<file path="src/rtl/leve1_id.sv">
// rtl/leve1_id.sv - LEVE1 RV64I instruction decode stage with 2-entry skid buffer
//
// Decodes (PC, instruction) pairs from fetch into register indices, enables,
// instruction class and sign-extended immediate. The decoded entry is held in
// an output register (slot A) backed by a skid register (slot B), so IREADY
// depends only on registered state and never on OREADY.
//
// Ports:
//   CLK, RSTn          clock, asynchronous active-low reset
//   FLUSH              redirect: drop every buffered entry and any same-cycle input
//   IVALID/IREADY      input handshake from fetch
//   IPC, IINSTR        instruction PC and 32-bit instruction word
//   OVALID/OREADY      output handshake to execute
//   OPC, OINSTR        PC and raw instruction of the presented entry
//   OCLASS             instruction class (0 = ILLEGAL ... 13 = SYSTEM)
//   OFUNCT3, OALT      instr[14:12] and instr[30]
//   ORS1, ORS2, ORD    register indices
//   ORS1_EN, ORS2_EN   source register reads required
//   ORD_WE             destination write (never for x0)
//   OIMM               sign-extended immediate
module leve1_id #(
    parameter int XLEN = 64
) (
    input  logic            CLK,
    input  logic            RSTn,
    input  logic            FLUSH,
    input  logic            IVALID,
    output logic            IREADY,
    input  logic [XLEN-1:0] IPC,
    input  logic [31:0]     IINSTR,
    output logic            OVALID,
    input  logic            OREADY,
    output logic [XLEN-1:0] OPC,
    output logic [31:0]     OINSTR,
    output logic [3:0]      OCLASS,
    output logic [2:0]      OFUNCT3,
    output logic            OALT,
    output logic [4:0]      ORS1,
    output logic [4:0]      ORS2,
    output logic [4:0]      ORD,
    output logic            ORS1_EN,
    output logic            ORS2_EN,
    output logic            ORD_WE,
    output logic [XLEN-1:0] OIMM
);

    localparam logic [3:0] CLS_ILLEGAL = 4'd0;
    localparam logic [3:0] CLS_LUI     = 4'd1;
    localparam logic [3:0] CLS_AUIPC   = 4'd2;
    localparam logic [3:0] CLS_JAL     = 4'd3;
    localparam logic [3:0] CLS_JALR    = 4'd4;
    localparam logic [3:0] CLS_BRANCH  = 4'd5;
    localparam logic [3:0] CLS_LOAD    = 4'd6;
    localparam logic [3:0] CLS_STORE   = 4'd7;
    localparam logic [3:0] CLS_OPIMM   = 4'd8;
    localparam logic [3:0] CLS_OP      = 4'd9;
    localparam logic [3:0] CLS_OPIMM32 = 4'd10;
    localparam logic [3:0] CLS_OP32    = 4'd11;
    localparam logic [3:0] CLS_MISCMEM = 4'd12;
    localparam logic [3:0] CLS_SYSTEM  = 4'd13;

    // instr[6:2] major opcodes
    localparam logic [4:0] OPC_LOAD    = 5'b00000;
    localparam logic [4:0] OPC_MISCMEM = 5'b00011;
    localparam logic [4:0] OPC_OPIMM   = 5'b00100;
    localparam logic [4:0] OPC_AUIPC   = 5'b00101;
    localparam logic [4:0] OPC_OPIMM32 = 5'b00110;
    localparam logic [4:0] OPC_STORE   = 5'b01000;
    localparam logic [4:0] OPC_OP      = 5'b01100;
    localparam logic [4:0] OPC_LUI     = 5'b01101;
    localparam logic [4:0] OPC_OP32    = 5'b01110;
    localparam logic [4:0] OPC_BRANCH  = 5'b11000;
    localparam logic [4:0] OPC_JALR    = 5'b11001;
    localparam logic [4:0] OPC_JAL     = 5'b11011;
    localparam logic [4:0] OPC_SYSTEM  = 5'b11100;

    typedef enum logic [2:0] {
        IMM_NONE,
        IMM_I,
        IMM_S,
        IMM_B,
        IMM_U,
        IMM_J
    } imm_sel_t;

    typedef struct packed {
        logic [XLEN-1:0] pc;
        logic [31:0]     instr;
        logic [3:0]      cls;
        logic [2:0]      funct3;
        logic            alt;
        logic [4:0]      rs1;
        logic [4:0]      rs2;
        logic [4:0]      rd;
        logic            rs1_en;
        logic            rs2_en;
        logic            rd_we;
        logic [XLEN-1:0] imm;
    } entry_t;

    // ------------------------------------------------------------------
    // Combinational decode of IINSTR
    // ------------------------------------------------------------------
    logic [4:0]      opcode;
    logic [2:0]      funct3;
    logic [6:0]      funct7;
    logic [4:0]      rd_idx;
    logic            op_funct7_ok;
    logic [3:0]      dec_class;
    imm_sel_t        imm_sel;
    logic            rs1_use;
    logic            rs2_use;
    logic            rd_use;
    logic [XLEN-1:0] dec_imm;
    entry_t          dec_entry;

    assign opcode = IINSTR[6:2];
    assign funct3 = IINSTR[14:12];
    assign funct7 = IINSTR[31:25];
    assign rd_idx = IINSTR[11:7];

    // OP/OP32: base funct7, or the alternate encoding only for ADD/SUB and SRL/SRA
    assign op_funct7_ok = (funct7 == 7'b0000000) ||
                          ((funct7 == 7'b0100000) && ((funct3 == 3'b000) || (funct3 == 3'b101)));

    always_comb begin
        dec_class = CLS_ILLEGAL;
        imm_sel   = IMM_NONE;
        rs1_use   = 1'b0;
        rs2_use   = 1'b0;
        rd_use    = 1'b0;
        if (IINSTR[1:0] == 2'b11) begin
            case (opcode)
                OPC_LUI: begin
                    dec_class = CLS_LUI;
                    imm_sel   = IMM_U;
                    rd_use    = 1'b1;
                end
                OPC_AUIPC: begin
                    dec_class = CLS_AUIPC;
                    imm_sel   = IMM_U;
                    rd_use    = 1'b1;
                end
                OPC_JAL: begin
                    dec_class = CLS_JAL;
                    imm_sel   = IMM_J;
                    rd_use    = 1'b1;
                end
                OPC_JALR: begin
                    if (funct3 == 3'b000) begin
                        dec_class = CLS_JALR;
                        imm_sel   = IMM_I;
                        rs1_use   = 1'b1;
                        rd_use    = 1'b1;
                    end
                end
                OPC_BRANCH: begin
                    if ((funct3 != 3'b010) && (funct3 != 3'b011)) begin
                        dec_class = CLS_BRANCH;
                        imm_sel   = IMM_B;
                        rs1_use   = 1'b1;
                        rs2_use   = 1'b1;
                    end
                end
                OPC_LOAD: begin
                    if (funct3 != 3'b111) begin
                        dec_class = CLS_LOAD;
                        imm_sel   = IMM_I;
                        rs1_use   = 1'b1;
                        rd_use    = 1'b1;
                    end
                end
                OPC_STORE: begin
                    if (!funct3[2]) begin
                        dec_class = CLS_STORE;
                        imm_sel   = IMM_S;
                        rs1_use   = 1'b1;
                        rs2_use   = 1'b1;
                    end
                end
                OPC_OPIMM: begin
                    dec_class = CLS_OPIMM;
                    imm_sel   = IMM_I;
                    rs1_use   = 1'b1;
                    rd_use    = 1'b1;
                end
                OPC_OP: begin
                    if (op_funct7_ok) begin
                        dec_class = CLS_OP;
                        rs1_use   = 1'b1;
                        rs2_use   = 1'b1;
                        rd_use    = 1'b1;
                    end
                end
                OPC_OPIMM32: begin
                    if ((funct3 == 3'b000) || (funct3 == 3'b001) || (funct3 == 3'b101)) begin
                        dec_class = CLS_OPIMM32;
                        imm_sel   = IMM_I;
                        rs1_use   = 1'b1;
                        rd_use    = 1'b1;
                    end
                end
                OPC_OP32: begin
                    if (op_funct7_ok) begin
                        dec_class = CLS_OP32;
                        rs1_use   = 1'b1;
                        rs2_use   = 1'b1;
                        rd_use    = 1'b1;
                    end
                end
                OPC_MISCMEM: begin
                    dec_class = CLS_MISCMEM;
                end
                OPC_SYSTEM: begin
                    // ECALL/EBREAK/xRET (funct3 0) write nothing; CSR ops write rd
                    dec_class = CLS_SYSTEM;
                    imm_sel   = IMM_I;
                    rd_use    = (funct3 != 3'b000);
                end
                default: begin
                end
            endcase
        end
    end

    always_comb begin
        dec_imm = '0;
        case (imm_sel)
            IMM_I: dec_imm = {{(XLEN-12){IINSTR[31]}}, IINSTR[31:20]};
            IMM_S: dec_imm = {{(XLEN-12){IINSTR[31]}}, IINSTR[31:25], IINSTR[11:7]};
            IMM_B: dec_imm = {{(XLEN-13){IINSTR[31]}}, IINSTR[31], IINSTR[7],
                              IINSTR[30:25], IINSTR[11:8], 1'b0};
            IMM_U: dec_imm = {{(XLEN-32){IINSTR[31]}}, IINSTR[31:12], 12'h000};
            IMM_J: dec_imm = {{(XLEN-21){IINSTR[31]}}, IINSTR[31], IINSTR[19:12],
                              IINSTR[20], IINSTR[30:21], 1'b0};
            default: dec_imm = '0;
        endcase
    end

    always_comb begin
        dec_entry        = '0;
        dec_entry.pc     = IPC;
        dec_entry.instr  = IINSTR;
        dec_entry.cls    = dec_class;
        dec_entry.funct3 = funct3;
        dec_entry.alt    = IINSTR[30];
        dec_entry.rs1    = IINSTR[19:15];
        dec_entry.rs2    = IINSTR[24:20];
        dec_entry.rd     = rd_idx;
        dec_entry.rs1_en = rs1_use;
        dec_entry.rs2_en = rs2_use;
        dec_entry.rd_we  = rd_use && (rd_idx != 5'd0);
        dec_entry.imm    = dec_imm;
    end

    // ------------------------------------------------------------------
    // Two-slot buffer: A drives the outputs, B absorbs one entry of skid
    // ------------------------------------------------------------------
    entry_t a_data;
    entry_t b_data;
    logic   a_valid;
    logic   b_valid;
    logic   in_xfer;
    logic   a_free;

    assign IREADY  = !b_valid;
    assign in_xfer = IVALID && !b_valid;
    assign a_free  = !a_valid || OREADY;

    always_ff @(posedge CLK or negedge RSTn) begin
        if (!RSTn) begin
            a_valid <= 1'b0;
            b_valid <= 1'b0;
            a_data  <= '0;
            b_data  <= '0;
        end else if (FLUSH) begin
            a_valid <= 1'b0;
            b_valid <= 1'b0;
        end else if (a_free) begin
            // B only fills while A holds, so B valid implies A valid here;
            // IREADY is low whenever B is valid, so no input competes with the move.
            if (b_valid) begin
                a_data  <= b_data;
                a_valid <= 1'b1;
                b_valid <= 1'b0;
            end else if (in_xfer) begin
                a_data  <= dec_entry;
                a_valid <= 1'b1;
            end else begin
                a_valid <= 1'b0;
            end
        end else if (in_xfer) begin
            b_data  <= dec_entry;
            b_valid <= 1'b1;
        end
    end

    assign OVALID  = a_valid;
    assign OPC     = a_data.pc;
    assign OINSTR  = a_data.instr;
    assign OCLASS  = a_data.cls;
    assign OFUNCT3 = a_data.funct3;
    assign OALT    = a_data.alt;
    assign ORS1    = a_data.rs1;
    assign ORS2    = a_data.rs2;
    assign ORD     = a_data.rd;
    assign ORS1_EN = a_data.rs1_en;
    assign ORS2_EN = a_data.rs2_en;
    assign ORD_WE  = a_data.rd_we;
    assign OIMM    = a_data.imm;

endmodule
</file>
<file path="config.mk">
export PLATFORM = sky130hd
export DESIGN_NAME = leve1_id
export DESIGN_NICKNAME = d
export VERILOG_FILES = /design/src/rtl/leve1_id.sv
export SDC_FILE = /design/constraint.sdc
export NUM_CORES = 1
export LEC_CHECK = 0
export CAP_MARGIN = 0
export CORE_UTILIZATION = 50
export DETAILED_ROUTE_END_ITERATION = 10
export PLACE_DENSITY_LB_ADDON = 0.05
export SLEW_MARGIN = 5
export SYNTH_ARGS = -nofsm -noshare
export SYNTH_HDL_FRONTEND = slang
export SYNTH_SLANG_ARGS = --single-unit
</file>
<file path="constraint.sdc">
create_clock -name CLK -period 2.4 [get_ports CLK]
set_input_delay 0.36 -clock CLK [delete_from_list [all_inputs] [get_ports CLK]]
set_output_delay 0.36 -clock CLK [all_outputs]
set_load 0.03 [all_outputs]
</file>
==> flow_summary.toml, run 1 <==
[outcome]
status = "completed"

[grt]
grt_use_total = 0.256
grt_pass1_vias = 9897
grt_max_degree = 117
grt_antenna_before_repair = 0
grt_pass1_wl_um = 52800
grt_overflow_total = 0

[clock_tree]
cts_tree = "built"
cts_max_path_buffers = 3
htree_levels = 1
clkTransAtPathRegs_ps = 60
clock_latency_ps = 550
cts_sinks = 272
cts_setup_buffers = 0
cts_inserted_buffers = 29
root_buffer = "clkbuf_16"

[place]
dp.final_hpwl_um = 22100
pre_cts_slack_ps = -248
postPlaceCellArea_um2 = 15700
gp_congestion = 0.830
port_buffers = 288

[detailed_routing]
ant_nets = 0
dr.first_iter.drc_count = 663
wire_per_inst_um = 16.7
vias_per_cell = 5.27
vias = 10225
drc_errors = 0
firstDrtPassIters = 5
drt-total-wl_um = 32500

[sta]
timing.final.hold_violations = 0
whs_ps = 372
finalCriticalPeriod_ps = 2290
fin_tns_setup_ps = 0
fmax_ghz = 0.437
tightest_slew_ps = 614
fin_crit_sh = 0.954
maxSlewHeadroom = 0.590
timing.final.ws_setup_ps = 109
clock_skew_ps = 13.4
rsz0062_at_grt = "false"
finalSetupViolations = 0
final_max_slew_viol_count = 0

[logic_synthesis]
synth.distinct_cells = 60
synth_compound_gate_area_share = 0.125
synthCells = 1333
synth.avg_cell_area_um2 = 9.32
synth-seq-cells = 272
synth_xor_area_frac = 0.00141
synth-main-ff-cell = "dfrtp_1"
synth_nets = 1434
yosysSeqAreaShare = 0.548
yosys.area_share.simple = 0.185
synth_top_family_by_area = "simple AND/OR/NAND/NOR gates"
yosys.area_share.adder = 0
synth_mux_area_frac = 0.0792
ys_async_sr_fraction = 1.00
syn_area_um2 = 12400
ys_warn_count = 0
synth_edf_count = 0

[pwr]
p_leak_nw = 7.54
power_density_nw_per_um2 = 792
ir_drop_mv = 0.594

[setup_path]
path_max_fanout = 33
cp-start-kind = "flop"
crit_chain = "buf_4, clkdlybuf4s50_1"
cp.arrival_ps = 1930
required_ps = 2040
crit_path_end_kind = "output port"
crit_slowest_cell = "clkdlybuf4s50_1"
crit_family = "buffers and inverters"
crit_path_max_incr_delay_ps = 730
worst-path-buf-inv = 2
worstSetupPathType = "reg -> out"

[floorplan]
die_height_um = 160
core_area_um2 = 24300
dieArea_um2 = 25500
die_w_um = 160
initial_core_util = 0.511
num_rows = 57
io_pins = 289

[hold_path]
hp-class = "in -> async"

[layout]
multi_input_area_um2 = 4870
fill_cells = 1971
fin_area_um2 = 16700
antenna_cells = 0
seqCellArea_um2 = 6810
syn_to_final_growth_pct = 34.3
layout-drive-gt1-share = 0.0946
nets = 1695

[job]
maxCapViolCount = 0
[logic make-up after synthesis]
kind of cell,Yosys count
flops,272
simple gates,548
mux,98
xor+xnor,2
buf+inv,145
compound gates,268
[stage by stage]
step | util | power [mW] | std cells
3_5_place_dp | 0.647 | 8.97 | 1886
3_3_place_gp | 0.647 | 8.89 | 1886
2_1_floorplan | - | 7.51 | 1333
6_report | 0.686 | 13.2 | 1941
4_1_cts | 0.685 | 13.3 | 1941
5_1_grt | 0.686 | 13.8 | 1941
[metal layers]
layer / share of wire / track usage
met1: 0.44 / 0.354
met2: 0.47 / 0.413
met3: 0.056 / 0.0455
met4: 0.031 / 0.0791
met5: 0 / 0
[cell usage in the layout (no fill, tap or decap), drive strengths merged, types with 6 or more instances in the layout]
cell type / netlist / layout
a21o: 8 / 8
a21oi: 65 / 65
a311o: 6 / 6
a311oi: 6 / 6
and2: 11 / 11
and3: 9 / 9
buf: 65 / 85
clkbuf: 77 / 39
clkdlybuf4s50: 0 / 279
clkinv: 0 / 10
dfrtp: 272 / 272
dlymetal6s2s: 0 / 7
mux2i: 96 / 96
nand2: 437 / 437
nand3: 7 / 7
nor2: 28 / 28
nor2b: 6 / 6
nor3: 6 / 6
o211ai: 13 / 13
o21ai: 144 / 144
or3: 22 / 22
[sequential cells by signal, indices dropped and copies added, names as in the netlist]
| name | flops |
|---|---|
| OPC | 64 |
| ORD_WE | 1 |
| b_data | 135 |
| OINSTR | 32 |
| ORS2_EN | 1 |
| OVALID | 1 |
| OCLASS | 4 |
| OIMM | 32 |
| b_valid | 1 |
| ORS1_EN | 1 |
[cell type report]
cell class	count	area share
clock inverters	15	0.00675
inverters	3	0.000675
multi-input cells	916	0.292
well taps	324	0.0243
repair buffers	372	0.219
flip-flops and latches	272	0.408
clock buffers	39	0.0488
[power by group]
| part | internal, mW | switching [mW] |
|---|---|---|
| Sequential | 5.34 | 0.422 |
| Combinational | 1.30 | 1.80 |
| Clock | 2.49 | 1.86 |
| Total | 9.13 | 4.08 |
[path summary, 6_finish.rpt]
check	from	to	slack [ps]	depth (start not counted)
max in group asynchronous	RSTn	b_data[93]	1310	3
min	RSTn	OPC[8]	370	2
max	OIMM[62]	OIMM[33]	110	2
min reg2reg	b_data[148]	b_data[148]	470	2
max reg2reg	b_valid	b_data[19]	500	4
min in group CLK	IPC[14]	b_data[136]	370	3
[Yosys cell counts (3+ instances only)]
| cell type | number | area, um^2 |
|---|---|---|
| a211oi_2 | 3 | 37.5 |
| a21o_1 | 8 | 60.1 |
| a21oi_1 | 64 | 320 |
| a22oi_1 | 4 | 30.0 |
| a311o_1 | 6 | 60.1 |
| a311oi_1 | 6 | 52.6 |
| a31oi_1 | 4 | 25.0 |
| and2_1 | 11 | 68.8 |
| and3_1 | 9 | 56.3 |
| buf_2 | 10 | 50.1 |
| buf_4 | 51 | 383 |
| clkbuf_1 | 76 | 285 |
| dfrtp_1 | 272 | 6810 |
| mux2i_1 | 96 | 961 |
| nand2_1 | 437 | 1640 |
| nand2b_1 | 4 | 25.0 |
| nand3_1 | 7 | 35.0 |
| nor2_1 | 28 | 105 |
| nor2b_1 | 6 | 37.5 |
| nor3_1 | 6 | 30.0 |
| o211ai_1 | 12 | 90.1 |
| o21ai_0 | 142 | 711 |
| or2_2 | 3 | 18.8 |
| or3_1 | 21 | 131 |
[what timing repair did]
| action | in CTS | in global routing |
|---|---|---|
| hold endpoints to repair | 61 | 0 |
| endpoints found under the setup margin | 0 | 14 |
| hold buffers | 1 | 0 |
| resized for setup | 0 | 7 |
No activity file was read; power rests on OpenSTA's default activity.
==> run 2: changes to the inputs <==
CORE_MARGIN = 2   (was unset)
PLACE_DENSITY = 0.8   (was unset)
PLACE_DENSITY_LB_ADDON = unset   (was 0.05)
==> flow_summary.toml, run 2 (synthesis results as in run 1) <==
[outcome]
status = "completed"

[setup_path]
crit_chain = "buf_4, clkdlybuf4s50_1"
path_max_fanout = 33
r2r-end = "OIMM[28]"
ff2ff_path_depth = 7
r2r_setup_slack_ps = 540
crit_slowest_cell = "clkdlybuf4s50_1"
crit_path_max_incr_delay_ps = 730
required_ps = 2040
worstSetupPathType = "reg -> out"
crit_path_end_kind = "output port"
timing.rr.start = "b_valid"
cp.arrival_ps = 1920
cp-start-kind = "flop"
worst-path-buf-inv = 2
crit_family = "buffers and inverters"

[sta]
final_max_slew_viol_count = 0
finalCriticalPeriod_ps = 2280
fin_crit_sh = 0.950
maxSlewHeadroom = 0.484
timing.final.hold_violations = 0
clock_skew_ps = 6.45
fmax_ghz = 0.438
tightest_slew_ps = 774
rsz0062_at_grt = "false"
finalSetupViolations = 0

[floorplan]
initial_core_util = 0.509
core_area_um2 = 24400
num_rows = 57
io_pins = 289
dieArea_um2 = 26100
die_w_um = 162
die_height_um = 162

[layout]
nets = 1711
final_common_cell = "nand2_1"
post-route-util = 0.693
antenna_cells = 0
top_register = "b_data"
fin_area_um2 = 16900
layout-drive-gt1-share = 0.103
fill_cells = 1970
largest_register_ff_count = 135
final_cell_mix = "435 x nand2_1, 286 x clkdlybuf4s50_1, 271 x dfrtp_1"
syn_to_final_growth_pct = 36.1

[detailed_routing]
drc_errors = 0
wire_per_inst_um = 17.0
drt-total-wl_um = 33200
ant_nets = 0
vias_per_cell = 5.37
dr.first_iter.drc_count = 782
firstDrtPassIters = 5
vias = 10514

[hold_path]
hp-class = "in -> async"

[clock_tree]
htree_levels = 1
root_buffer = "clkbuf_16"
cts_max_path_buffers = 3
cts_sinks = 272
clock_latency_ps = 540
cts_inserted_buffers = 30
cts_setup_buffers = 0
clkTransAtPathRegs_ps = 60
cts_tree = "built"

[pwr]
p_switching_mw = 4.10
p_comb_frac = 0.231
sw_frac_of_total = 0.302
clkPwrFrac = 0.342
ir_drop_mv = 0.562
p_int_mw = 9.45
power_density_nw_per_um2 = 802
power_frac_seq = 0.427
p_leak_nw = 7.54

[grt]
grt_use_total = 0.253
grt_pass1_wl_um = 53900
grt_pass1_vias = 10509
grt_antenna_before_repair = 0
grt_overflow_total = 0
grt_max_degree = 81

[place]
gp_congestion = 0.867
port_buffers = 288
postPlaceCellArea_um2 = 15900
dp.final_hpwl_um = 23000

[job]
maxCapViolCount = 0
run 2: layout make-up:
cell class / instances / area [um^2] / area share
multi-input combinational: 916 / 4870 / 0.288
clock buffer: 44 / 895 / 0.0529
clock inverter: 12 / 118 / 0.00696
inverter: 3 / 11.3 / 0.000666
sequential: 272 / 6810 / 0.403
timing repair buffer: 387 / 3800 / 0.225
tap: 324 / 405 / 0.0240
run 2: through the flow:
step | TNS [ps] | instances | power (mW) | hold WS (ps) | setup slack, ps
after floorplan | 0 | 1333 | 7.51 | 64.4 | 387
after global placement | -10920 | 1901 | 8.90 | 357 | -189
after detailed placement | -14130 | 1901 | 9.00 | 362 | -287
after CTS | 0 | 1958 | 13.7 | 352 | 2.78
after global routing | 0 | 1958 | 14.2 | 371 | 15.1
final | 0 | 1958 | 13.6 | 370 | 119
run 2: worst max path at each step:
stage | slack (ps) | startpoint | cells past startpoint | end
5_1_grt | 20 | OIMM[62] | 2 | OIMM[32]
4_1_cts | 3 | b_valid | 2 | IREADY
3_3_place_gp | -190 | IINSTR[4] | 7 | b_data[28]
6_report | 120 | OIMM[62] | 2 | OIMM[32]
3_5_place_dp | -290 | IINSTR[4] | 8 | b_data[23]
2_1_floorplan | 390 | IINSTR[3] | 7 | OIMM[7]
run 2: timing repair:
action / 4_1_cts / 5_1_grt
hold buffers: 1 / 0
hold endpoints to repair: 56 / 0
endpoints found under the setup margin: 0 / 1
gates resized for setup: 0 / 1
run 2: power by group through the flow:
stage / logic, mW / registers (mW) / clock network, mW
after floorplan: 1.06 / 6.45 / 0
after global placement: 3.07 / 5.83 / 0
after detailed placement: 3.14 / 5.86 / 0
after CTS: 3.16 / 5.79 / 4.70
after global routing: 3.39 / 5.88 / 4.92
final: 3.13 / 5.79 / 4.63
run 2: layer usage:
layer  track usage  vias up  share of wire
met5             0        -              0
met4        0.0829        0          0.028
met3        0.0506       61          0.078
met2         0.412      402           0.48
met1         0.344     5072           0.42
li1              -     4979              -
==> run 3: changes to the inputs <==
CORE_MARGIN = unset   (was 2)
==> flow_summary.toml, run 3 (synthesis results as in run 1) <==
[place]
dp.final_hpwl_um = 22500
gp_congestion = 0.865
port_buffers = 288
dp_cells = 1891
postPlaceCellArea_um2 = 15800
pre_cts_slack_ps = -272

[layout]
fin_cells = 1942
fin_area_um2 = 16700
fill_cells = 1896
largest_register_ff_count = 135
nets = 1700
antenna_cells = 0
layout-drive-gt1-share = 0.0909
top_register = "b_data"
final_cell_mix = "435 x nand2_1, 286 x clkdlybuf4s50_1, 271 x dfrtp_1"
syn_to_final_growth_pct = 34.5
final_common_cell = "nand2_1"

[clock_tree]
root_buffer = "clkbuf_16"
cts_inserted_buffers = 29
clock_latency_ps = 540
clkTransAtPathRegs_ps = 60
cts_sinks = 272
cts_max_path_buffers = 3
cts_resized = 0
cts_tree = "built"
htree_levels = 1

[floorplan]
core_area_um2 = 24300
dieArea_um2 = 25500
io_pins = 289
die_height_um = 160
die_w_um = 160
num_rows = 57
initial_core_util = 0.511

[detailed_routing]
wire_per_inst_um = 17.1
ant_nets = 0
vias = 10431
firstDrtPassIters = 5
drt-total-wl_um = 33200
drc_errors = 0
vias_per_cell = 5.37
dr.first_iter.drc_count = 808

[sta]
rsz0062_at_grt = "false"
fin_crit_sh = 0.950
timing.final.hold_violations = 0
fmax_ghz = 0.438
whs_ps = 375
final_max_slew_viol_count = 0
maxSlewHeadroom = 0.280
finalSetupViolations = 0
finalCriticalPeriod_ps = 2280
timing.final.ws_setup_ps = 119
tightest_slew_ps = 1080
clock_skew_ps = 12.2

[setup_path]
crit_slowest_cell = "clkdlybuf4s50_1"
crit_chain = "buf_4, clkdlybuf4s50_1"
worstSetupPathType = "reg -> out"
cp.arrival_ps = 1920
required_ps = 2040
worst-path-buf-inv = 2
path_max_fanout = 33
cp-start-kind = "flop"
crit_path_max_incr_delay_ps = 740
crit_family = "buffers and inverters"
worstSetupPathDepth = 2
ff2ff_path_depth = 4
crit_path_end_kind = "output port"

[grt]
grt_antenna_before_repair = 1
grt_max_degree = 114
grt_pass1_wl_um = 54700
grt_use_total = 0.265
grt_overflow_total = 0
grt_pass1_vias = 10625

[hold_path]
hp-class = "in -> reg"
hold_path_depth = 3

[job]
maxCapViolCount = 0

[pwr]
p_leak_nw = 7.42
power_mw = 13.2
power_density_nw_per_um2 = 793
ir_drop_mv = 0.597

[outcome]
status = "completed"
## run 3: cell type report
| class | count | area [um^2] | area share |
|---|---|---|---|
| clock buffers | 45 | 826 | 0.0494 |
| flip-flops and latches | 272 | 6810 | 0.408 |
| inverters | 3 | 11.3 | 0.000674 |
| well taps | 324 | 405 | 0.0243 |
| clock inverters | 5 | 78.8 | 0.00472 |
| multi-input cells | 916 | 4870 | 0.291 |
| repair buffers | 377 | 3710 | 0.222 |
## run 3: timing repair
item	in CTS	in global routing
hold endpoints to repair	63	0
hold buffers	1	0
buffers inserted	0	0
setup endpoints to repair	0	0
## run 3: path summary, 6_finish.rpt
path / from / to / slack, ps
hold reg to reg: b_data[173] / b_data[173] / 470
max in group asynchronous: RSTn / b_valid / 1310
setup / recovery: OIMM[62] / OIMM[53] / 120
setup reg to reg: b_valid / OIMM[12] / 380
min in group asynchronous: RSTn / b_data[185] / 390
hold / removal: IPC[62] / b_data[184] / 380
## run 3: report_power, final
part           leakage (nW)  internal (mW)  switching (mW)  total [mW]
combinational          3.53           1.31            1.81        3.12
sequential             3.45           5.34           0.450        5.79
clock                 0.441           2.56            1.78        4.33
## run 3: tightest hold or removal path, stage by stage
cell and delay [ps]:
clkdlybuf4s50_1 420, nand2_1 60, nand2_1 40
## run 3: per-layer routing
| layer | global-route usage | vias up | part of all wire |
|---|---|---|---|
| li1 | - | 4949 | - |
| met1 | 0.348 | 5038 | 0.42 |
| met5 | 0 | - | 0.00039 |
| met4 | 0.0979 | 2 | 0.032 |
| met3 | 0.0566 | 77 | 0.072 |
| met2 | 0.434 | 365 | 0.47 |
## run 3: metrics by stage
| step | setup TNS, ps | utilization |
|---|---|---|
| 2_1_floorplan | 0 | - |
| 3_3_place_gp | -10060 | 0.649 |
| 3_5_place_dp | -12750 | 0.649 |
| 4_1_cts | 0 | 0.687 |
| 5_1_grt | 0 | 0.687 |
| 6_report | 0 | 0.687 |
